==> src/rtl/sticky_shift_clz_unit.sv <==
// sticky_shift_clz_unit
// ---------------------
// Registered datapath helper for the posit adder. Two independent lanes share
// only the input qualifier:
//   * shift lane : right shift of an MSB-aligned fraction. It also reports the
//                  OR (sticky) and AND (sticky_and) of every bit shifted out.
//   * count lane : leading-zero count used for renormalisation.
// Both lanes are combinational. A single output register stage gives a fixed
// latency of one cycle.
//
// Ports
//   clock       in   rising-edge clock
//   resetn      in   asynchronous active-low reset; clears every output
//   in_valid    in   qualifies shift_data / shift_amt / clz_data this cycle
//   shift_data  in   [IN_WIDTH-1:0]       value to shift right
//   shift_amt   in   [SHIFT_VAL_WIDTH-1:0] unsigned shift distance
//   clz_data    in   [CLZ_WIDTH-1:0]      value whose leading zeros are counted
//   out_valid   out  registered copy of in_valid
//   shift_out   out  [OUT_WIDTH-1:0]      shifted value
//   sticky      out  OR of the shifted-out bits
//   sticky_and  out  AND of the shifted-out bits (1 when nothing is shifted out)
//   clz_count   out  [CLZ_OUT_WIDTH-1:0]  leading-zero count of clz_data
module sticky_shift_clz_unit #(
    parameter int IN_WIDTH        = 8,
    parameter int OUT_WIDTH       = 8,
    parameter int SHIFT_VAL_WIDTH = 4,
    parameter int CLZ_WIDTH       = 8,
    localparam int CLZ_OUT_WIDTH  = $clog2(CLZ_WIDTH + 1)
) (
    input  logic                       clock,
    input  logic                       resetn,
    input  logic                       in_valid,
    input  logic [IN_WIDTH-1:0]        shift_data,
    input  logic [SHIFT_VAL_WIDTH-1:0] shift_amt,
    input  logic [CLZ_WIDTH-1:0]       clz_data,
    output logic                       out_valid,
    output logic [OUT_WIDTH-1:0]       shift_out,
    output logic                       sticky,
    output logic                       sticky_and,
    output logic [CLZ_OUT_WIDTH-1:0]   clz_count
);

    generate
        if (OUT_WIDTH < IN_WIDTH) begin : gWidthCheck
            $error("sticky_shift_clz_unit: OUT_WIDTH must be >= IN_WIDTH");
        end
    endgenerate

    // ------------------------------------------------------------------
    // Shift lane
    // ------------------------------------------------------------------
    // The input sits in the upper bits. The zero padding below it counts as
    // real shifted-out bits for the sticky flags.
    logic [OUT_WIDTH-1:0] extended;
    logic [31:0]          shiftAmtExt;
    logic [OUT_WIDTH-1:0] shiftMask;
    logic [OUT_WIDTH-1:0] shiftOutNext;
    logic                 stickyNext;
    logic                 stickyAndNext;

    assign extended    = OUT_WIDTH'(shift_data) << (OUT_WIDTH - IN_WIDTH);
    assign shiftAmtExt = 32'(shift_amt);

    // Bit gi of the mask is set when position gi leaves the word. Oversized
    // shifts set every bit. This gives the saturating behaviour without a
    // separate compare-and-select path.
    generate
        for (genvar gi = 0; gi < OUT_WIDTH; gi++) begin : gShiftMask
            assign shiftMask[gi] = (shiftAmtExt > 32'(gi));
        end
    endgenerate

    // A logical right shift by at least the word width already yields zero.
    assign shiftOutNext  = extended >> shift_amt;
    assign stickyNext    = |(extended & shiftMask);
    // Bits that are not shifted out are forced to 1. An empty set therefore
    // reduces to 1.
    assign stickyAndNext = &(extended | ~shiftMask);

    // ------------------------------------------------------------------
    // Count lane: priority encoder. The highest set bit is visited last,
    // so its count is the one that remains.
    // ------------------------------------------------------------------
    logic [CLZ_OUT_WIDTH-1:0] clzCountNext;

    always_comb begin
        clzCountNext = CLZ_OUT_WIDTH'(CLZ_WIDTH);
        for (int i = 0; i < CLZ_WIDTH; i++) begin
            if (clz_data[i]) begin
                clzCountNext = CLZ_OUT_WIDTH'(CLZ_WIDTH - 1 - i);
            end
        end
    end

    // ------------------------------------------------------------------
    // Output register stage
    // ------------------------------------------------------------------
    logic                     outValidReg;
    logic [OUT_WIDTH-1:0]     shiftOutReg;
    logic                     stickyReg;
    logic                     stickyAndReg;
    logic [CLZ_OUT_WIDTH-1:0] clzCountReg;

    always_ff @(posedge clock or negedge resetn) begin
        if (!resetn) begin
            outValidReg  <= 1'b0;
            shiftOutReg  <= '0;
            stickyReg    <= 1'b0;
            stickyAndReg <= 1'b0;
            clzCountReg  <= '0;
        end else begin
            outValidReg <= in_valid;
            // Results hold their last value until the next qualified input.
            if (in_valid) begin
                shiftOutReg  <= shiftOutNext;
                stickyReg    <= stickyNext;
                stickyAndReg <= stickyAndNext;
                clzCountReg  <= clzCountNext;
            end
        end
    end

    assign out_valid  = outValidReg;
    assign shift_out  = shiftOutReg;
    assign sticky     = stickyReg;
    assign sticky_and = stickyAndReg;
    assign clz_count  = clzCountReg;

endmodule

==> config.mk <==
export PLATFORM = sky130hd
export DESIGN_NAME = sticky_shift_clz_unit
export DESIGN_NICKNAME = d
export VERILOG_FILES = /design/src/rtl/sticky_shift_clz_unit.sv
export SDC_FILE = /design/constraint.sdc
export NUM_CORES = 1
export LEC_CHECK = 0
export ABC_AREA = 1
export CORE_MARGIN = 2
export CORE_UTILIZATION = 44
export DETAILED_ROUTE_END_ITERATION = 12
export MAX_ROUTING_LAYER = met4
export PLACE_DENSITY_LB_ADDON = 0.3
export SETUP_SLACK_MARGIN = 0.5
export SKIP_LAST_GASP = 1
export SLEW_MARGIN = 5
export SYNTH_ARGS = -nofsm -noshare
export SYNTH_HDL_FRONTEND = slang
export SYNTH_SLANG_ARGS = --single-unit
==> constraint.sdc <==
create_clock -name clock -period 0.9 [get_ports clock]
set_input_delay 0.18 -clock clock [delete_from_list [all_inputs] [get_ports clock]]
set_output_delay 0.18 -clock clock [all_outputs]
set_load 0.05 [all_outputs]
==> results of run 1 <==
==> kinds of logic after synthesis <==
group / synth area share, %
flops: 36.4
compound gates: 12.1
buf+inv: 10.8
simple gates: 40.7
==> repair_timing <==
item,in CTS,in global routing
setup buffers,9,5
pin swaps,36,16
gates resized for setup,112,38
cloned,1,0
setup endpoints to repair,30,29
==> routing by layer <==
layer	track usage, %	part of all wire (%)
met5	-	0
met4	8.55	8.4
met3	9.43	11
met2	60.2	47
met1	39.2	33
==> stage by stage <==
step	setup WS, ns	utilization, %	total power [mW]	TNS (ns)	hold slack, ns
2_1_floorplan	0.0269	-	1.14	0	-0.116
3_3_place_gp	-0.545	80.1	1.57	-6.50	0.496
3_5_place_dp	-0.626	80.1	1.59	-7.13	0.501
4_1_cts	-0.166	89.9	2.07	-2.38	0.215
5_1_grt	-0.216	96.0	2.33	-2.94	0.213
6_report	-0.194	96.0	2.28	-2.71	0.206
==> layout by cell type, fill, tap and decap left out, types with 5 or more instances in the layout <==
master	n
o21ai_2	6
nor2_4	7
nand3_2	9
buf_4	22
nor2_1	12
dfrtp_2	13
buf_12	18
inv_2	9
nand2_2	13
buf_6	10
buf_2	5
inv_1	8
dlygate4sd2_1	6
nand2_1	40
==> area by class of cell <==
| cell class | instances | area (um^2) |
|---|---|---|
| fillers | 51 | 88.8 |
| multi-input cells | 119 | 773 |
| clock buffers | 4 | 26.3 |
| flip-flops and latches | 15 | 392 |
| inverters | 21 | 93.8 |
| repair buffers | 70 | 803 |
| well taps | 28 | 35.0 |
==> synthesized netlist by cell type <==
library cell	instances	area, um^2
nor2_1	20	75.1
nand2_1	56	210
inv_2	3	11.3
nor2_4	3	33.8
buf_2	1	5.00
nand3_1	13	65.1
o31ai_2	1	12.5
inv_4	1	6.26
or2_1	1	6.26
o21ai_0	11	55.1
o21ai_1	1	5.00
clkbuf_8	1	13.8
a21oi_1	3	15.0
buf_6	1	11.3
nand2_2	1	6.26
a22oi_1	1	7.51
dfrtp_1	15	375
a22o_1	1	8.76
a31oi_1	1	6.26
o31ai_1	1	7.51
inv_1	17	63.8
or2_2	2	12.5
o211ai_1	1	7.51
nor3_1	2	10.0
==> where the power goes <==
group          switching [mW]  internal (mW)
sequential             0.0548          0.721
combinational           0.605          0.476
clock                   0.255          0.173
==> sequential cells by signal (all words and copies together) (netlist names) <==
register	flops
out_valid	1
sticky_and	1
shift_out	8
sticky	1
clz_count	4
==> path summary, 6_finish.rpt <==
kind,from,endpoint,slack [ns]
setup / recovery,sticky_and,sticky_and,-0.19
min in group clock,clz_data[3],clz_count[3],0.29
max in group asynchronous,resetn,out_valid,0.55
setup reg to reg,shift_out[6],shift_out[6],-0.03
hold reg to reg,shift_out[5],shift_out[5],0.56
hold / removal,resetn,shift_out[5],0.21
==> results.cfg, run 1 <==
[run_status]
status = finished with violations
violations = negative setup slack

[placement]
gp_congestion = 0.902
post-place-cells = 238
portBuffers = 37
dp_hpwl_mm = 2.73
postPlaceCellArea_um2 = 1770

[cells_and_area]
drive_gt1_share_pct = 63.3
final_cells = 257
nets = 253
final_area_um2 = 2120
antenna_cells = 0
syn_to_final_growth_pct = 106

[global_routing]
grt_pass1_vias = 1386
grt.total_usage_pct = 34.6
grt_max_degree = 16
antenna_found_initial = 0
overflow = 0
grt_pass1_wl_mm = 6.64

[die]
initial_core_util_pct = 46.6
core_area_um2 = 2210
io_pins = 38
die_h_um = 52.4
rows = 17
dieArea_um2 = 2750
die_w_um = 52.4

[yosys]
synth_cell_types = 24
syn_area_per_cell_um2 = 6.53
ys_ff_latch = 15
synthesis.area_um2 = 1030
syn_nets = 181
synth-seq-area-share_pct = 36.4
yosys_warnings = 0
syn_inst = 158

[sta]
finalCriticalPeriod_ns = 1.09
tightest_slew_ns = 0.292
rsz0062_at_grt = yes
hold_viol = 0
fin_ws_ns = -0.194
slew-limit-headroom_pct = 80.4
maxSlewViolCount = 0
setup_viol = 18
post-route-period-util_pct = 122
max_freq_mhz = 914
skew_ns = 0

[setup_path]
path_class = flip-flop to primary output
crit_chain = buf_12
reg2reg_depth = 4
cpMaxStageDelayCell = dfrtp_2
critPathTopFamily = flip-flops
cpPeakStageDelay_ns = 0.46
path_buf_inv = 1
cp.arrival_ns = 0.91
critPathLaunchType = flip-flop
required_ns = 0.72
worstPathMaxFanout = 2
crit_cells = 1
end_kind = primary output

[clock_network]
htree_levels = 1
clock_path_buffers = 2
tritoncts = built
cts.sink_count = 15
cts_hold_buf = 0
clock_latency_ns = 0.30
clk_transition_reported_paths_ns = 0.10
numCtsBuffers = 3
cts-root-buf = clkbuf_4

[route]
wire_per_inst_um = 24.2
drtIter0Drc = 125
totalWireLength_mm = 6.23
via_per_inst = 6.40
dr_total_vias = 1646
drtAntennaViolNets = 0
drc_errors = 0
drtPass1Iterations = 5

[worst_hold_path]
hold_class = primary input to async pin

[power_and_ir_drop]
vdd_drop_max_mv = 1.07
powerDensity_nw_per_um2 = 1080
p_leak_nw = 1.03

[job]
max_cap_viol_count = 0
No activity file was read; power rests on OpenSTA's default activity.
==> inputs of run 2 (changes only) <==
- CELL_PAD_IN_SITES_DETAIL_PLACEMENT: unset -> 1
- CELL_PAD_IN_SITES_GLOBAL_PLACEMENT: unset -> 1
- CORE_UTILIZATION: 44 -> 29
- SKIP_LAST_GASP: 1 -> unset
==> results.cfg, run 2 (synthesis results as in run 1) <==
[global_routing]
overflow = 0
grt_pass1_wl_mm = 8.18
globalRouteMet3Util_pct = 4.29
antenna_found_initial = 0
use_met1_pct = 31.6
grt_max_degree = 16
grt.total_usage_pct = 27.0
grt_pass1_vias = 1575
use_met2_pct = 48.6
top_usage_layer = met2

[setup_path]
crit_chain = buf_12
worstPathMaxFanout = 2
end_kind = primary output
required_ns = 0.72
path_buf_inv = 1
cpPeakStageDelay_ns = 0.45
timing.rr.end = shift_out[0]
r2r_slack_ns = 0.05
cp.arrival_ns = 0.93
cpMaxStageDelayCell = dfrtp_1
path_class = flip-flop to primary output
crit_cells = 1
reg2reg_depth = 3
critPathTopFamily = flip-flops
critPathLaunchType = flip-flop
rr_startpoint = shift_out[0]

[sta]
tightest_slew_ns = 0.248
setup_viol = 16
post-route-period-util_pct = 123
skew_ns = 0
finalCriticalPeriod_ns = 1.11
max_freq_mhz = 904
fin_ws_ns = -0.206
hold_viol = 0
slew-limit-headroom_pct = 83.4
maxSlewViolCount = 0
rsz0062_at_grt = yes
timing.hold.ws_ns = 0.192
fin_setup_tns_ns = -2.70

[power_and_ir_drop]
vdd_drop_max_mv = 0.835
p_leak_nw = 1.13
p_sw_mw = 0.938
seq_power_share_pct = 32.9
swShare_pct = 39.8
intPower_mw = 1.42
p_comb_share_pct = 49.5
clockPowerShare_pct = 17.5
powerDensity_nw_per_um2 = 997
power_mw = 2.35

[route]
dr_total_vias = 1505
drc_errors = 0
wire_per_inst_um = 23.2
drtIter0Drc = 61
totalWireLength_mm = 6.55
drtPass1Iterations = 4
via_per_inst = 5.34
drtAntennaViolNets = 0

[clock_network]
clk_transition_reported_paths_ns = 0.11
numCtsBuffers = 3
cts.sink_count = 15
htree_levels = 1
clock_path_buffers = 2
cts-root-buf = clkbuf_4
clock_latency_ns = 0.30
tritoncts = built
cts_hold_buf = 0

[cells_and_area]
finish.utilization_pct = 70.2
multi_input_area_um2 = 872
antenna_cells = 0
largest_register_ffs = 8
final_cells = 282
regArea_um2 = 392
drive_gt1_share_pct = 69.5
nets = 260
fill_cells = 370
final_common_cell = nand2_1
final_cell_mix = 31 x nand2_1, 20 x buf_12, 19 x buf_6
syn_to_final_growth_pct = 129

[die]
die_h_um = 63.6
io_pins = 38
dieArea_um2 = 4050
die_w_um = 63.6
core_area_um2 = 3360
rows = 21
initial_core_util_pct = 30.7

[placement]
gp_congestion = 0.877
post-place-cells = 258
portBuffers = 37
dp_hpwl_mm = 3.02

[worst_hold_path]
hold_class = primary input to flip-flop
min_delay_worst_endpoint = out_valid
hold_path_startpoint = in_valid
worstHoldPathCells = 2

[run_status]
status = finished with violations
violations = negative setup slack

[job]
max_cap_viol_count = 0
==> run 2: changes by cell type in the layout (fill, tap and decap cells not counted), sizes merged <==
cell           before  now
buf                57   68
clkbuf              7    4
clkdlybuf4s15       3    1
clkinv              0    2
inv                21   20
==> run 2: area by class of cell <==
class / instances / area share, %
repair buffers: 77 / 38.3
multi-input cells: 119 / 36.9
flip-flops and latches: 15 / 16.6
inverters: 21 / 4.61
well taps: 46 / 2.44
clock buffers: 3 / 0.954
clock inverters: 1 / 0.212
==> run 2: repair_timing <==
item	in CTS	in global routing
endpoints found under the setup margin	30	29
buffers inserted	9	11
gates cloned	0	0
resized for setup	145	50
pin swaps	35	33
==> run 2: metrics by stage <==
stage | setup slack, ns | area [um^2]
finish | -0.206 | 2360
global route | -0.236 | 2360
CTS | -0.164 | 2100
detailed placement | -0.663 | 1810
global placement | -0.600 | 1810
floorplan | 0.0269 | 1100
==> run 2: layer usage <==
metal | vias to the layer above | part of all wire (%)
met5 | - | 0
met4 | 0 | 4.8
met3 | 28 | 5.5
met2 | 79 | 52
met1 | 740 | 37
li1 | 658 | -
==> run 2: worst max-delay path by stage <==
stage / startpoint / endpoint
after floorplan: shift_amt[0] / shift_out[0]
after global placement: shift_amt[3] / sticky_and
after detailed placement: shift_amt[3] / sticky_and
after CTS: shift_out[7] / shift_out[7]
after global routing: shift_out[0] / shift_out[0]
final: shift_out[0] / shift_out[0]
==> run 2: power by group through the flow <==
stage,sequential [mW],combinational [mW],clock (mW)
after floorplan,0.905,0.232,0
after global placement,0.781,0.808,0
after detailed placement,0.780,0.825,0
after CTS,0.768,0.952,0.390
after global routing,0.780,1.21,0.448
final,0.776,1.17,0.413
==> inputs of run 3 (changes only) <==
- CTS_CLUSTER_DIAMETER: unset -> 100
- SETUP_SLACK_MARGIN: 0.5 -> 0.05
==> results.cfg, run 3 (synthesis results as in run 1) <==
[clock_network]
clock_path_buffers = 2
cts-root-buf = clkbuf_4
cts_hold_buf = 0
clk_transition_reported_paths_ns = 0.10
numCtsBuffers = 3
cts.sink_count = 15
tritoncts = built
htree_levels = 1
clock_latency_ns = 0.29

[setup_path]
path_class = flip-flop to primary output
rr_startpoint = clz_count[3]
critPathLaunchType = flip-flop
timing.rr.end = clz_count[3]
worstPathMaxFanout = 2
reg2reg_depth = 1
cpPeakStageDelay_ns = 0.44
crit_chain = buf_12
cpMaxStageDelayCell = dfrtp_1
required_ns = 0.72
crit_cells = 1
crit_path_end = shift_out[0]
critPathTopFamily = flip-flops
path_buf_inv = 1
end_kind = primary output
r2r_slack_ns = 0.12
cp.arrival_ns = 0.89
crit_start = shift_out[0]

[die]
rows = 21
initial_core_util_pct = 30.7
io_pins = 38
die_h_um = 63.6
die_w_um = 63.6
core_area_um2 = 3360
dieArea_um2 = 4050

[power_and_ir_drop]
power_mw = 2.08
powerDensity_nw_per_um2 = 1060
p_leak_nw = 0.966
vdd_drop_max_mv = 0.493

[sta]
rsz0062_at_grt = yes
tightest_slew_ns = 0.273
max_freq_mhz = 933
fin_ws_ns = -0.172
maxSlewViolCount = 0
post-route-period-util_pct = 119
skew_ns = 0
slew-limit-headroom_pct = 81.6
setup_viol = 15
hold_viol = 0
finalCriticalPeriod_ns = 1.07

[placement]
dp_hpwl_mm = 3.00
gp_congestion = 0.908
post-place-cells = 255
portBuffers = 37

[cells_and_area]
finish.utilization_pct = 58.1
final_common_cell = nand2_1
final_cells = 267
nets = 245
final_cell_mix = 47 x nand2_1, 18 x buf_4, 16 x nor2_1, 16 x buf_12, 11 x dlygate4sd2_1
drive_gt1_share_pct = 47.1
antenna_cells = 0
largest_register_ffs = 8
syn_to_final_growth_pct = 89.7

[global_routing]
grt_max_degree = 16
grt_pass1_wl_mm = 6.91
grt_pass1_vias = 1399
overflow = 0
antenna_found_initial = 0
grt.total_usage_pct = 23.1

[route]
wire_per_inst_um = 16.3
totalWireLength_mm = 4.34
drtAntennaViolNets = 0
drtIter0Drc = 34
drc_errors = 0
dr_total_vias = 1328
drtPass1Iterations = 4
via_per_inst = 4.97

[run_status]
status = finished with violations
violations = negative setup slack

[worst_hold_path]
hold_class = primary input to async pin

[job]
max_cap_viol_count = 0
run 3: cell count changes in the layout (fill, tap and decap cells not counted), sizes merged:
cell	previous run	this run
buf	68	44
clkbuf	4	5
clkdlybuf4s15	1	2
clkdlybuf4s50	1	2
clkinv	2	1
dlygate4sd2	6	11
dlymetal6s2s	0	1
inv	20	21
run 3: repair_timing:
item	CTS	global route
pin swaps	22	13
setup buffers	8	2
gates cloned	0	0
setup endpoints to repair	29	24
gates resized for setup	68	32
run 3: worst min-delay path by stage:
stage / startpoint / endpoint / slack (ns) / cells after the start
6_report: resetn / clz_count[0] / 0.21 / 2
5_1_grt: resetn / shift_out[4] / 0.22 / 2
4_1_cts: resetn / out_valid / 0.23 / 2
3_5_place_dp: resetn / sticky_and / 0.53 / 2
3_3_place_gp: clz_count[2] / clz_count[2] / 0.51 / 2
2_1_floorplan: resetn / clz_count[0] / -0.12 / 0
run 3: layout make-up:
class                           count  area, um^2
Timing Repair Buffer               62         721
Tap cell                           46        57.6
Fill cell                         442        1410
Sequential cell                    15         384
Clock inverter                      1        5.00
Multi-Input combinational cell    119         674
Clock buffer                        3        22.5
Inverter                           21        91.3
run 3: per-layer routing:
metal  wire, um  up-vias  track usage [%]
li1           -      625                -
met1       1740      638             26.6
met2       2300       47             41.4
met3        156       18             3.75
met4        148        0             5.98
met5          0        -                -
run 3: power by group:
group | switching, mW | internal (mW) | total [mW]
clock | 0.242 | 0.165 | 0.408
combinational | 0.491 | 0.412 | 0.903
sequential | 0.0465 | 0.718 | 0.765
run 3: per-stage QoR:
stage	setup WS (ns)	area (um^2)	hold WS, ns	setup TNS, ns
finish	-0.172	1960	0.213	-2.35
global route	-0.198	1960	0.224	-2.76
CTS	-0.163	1910	0.227	-2.27
detailed placement	-0.700	1760	0.526	-7.91
global placement	-0.638	1760	0.514	-7.19
floorplan	0.0264	1070	-0.116	0
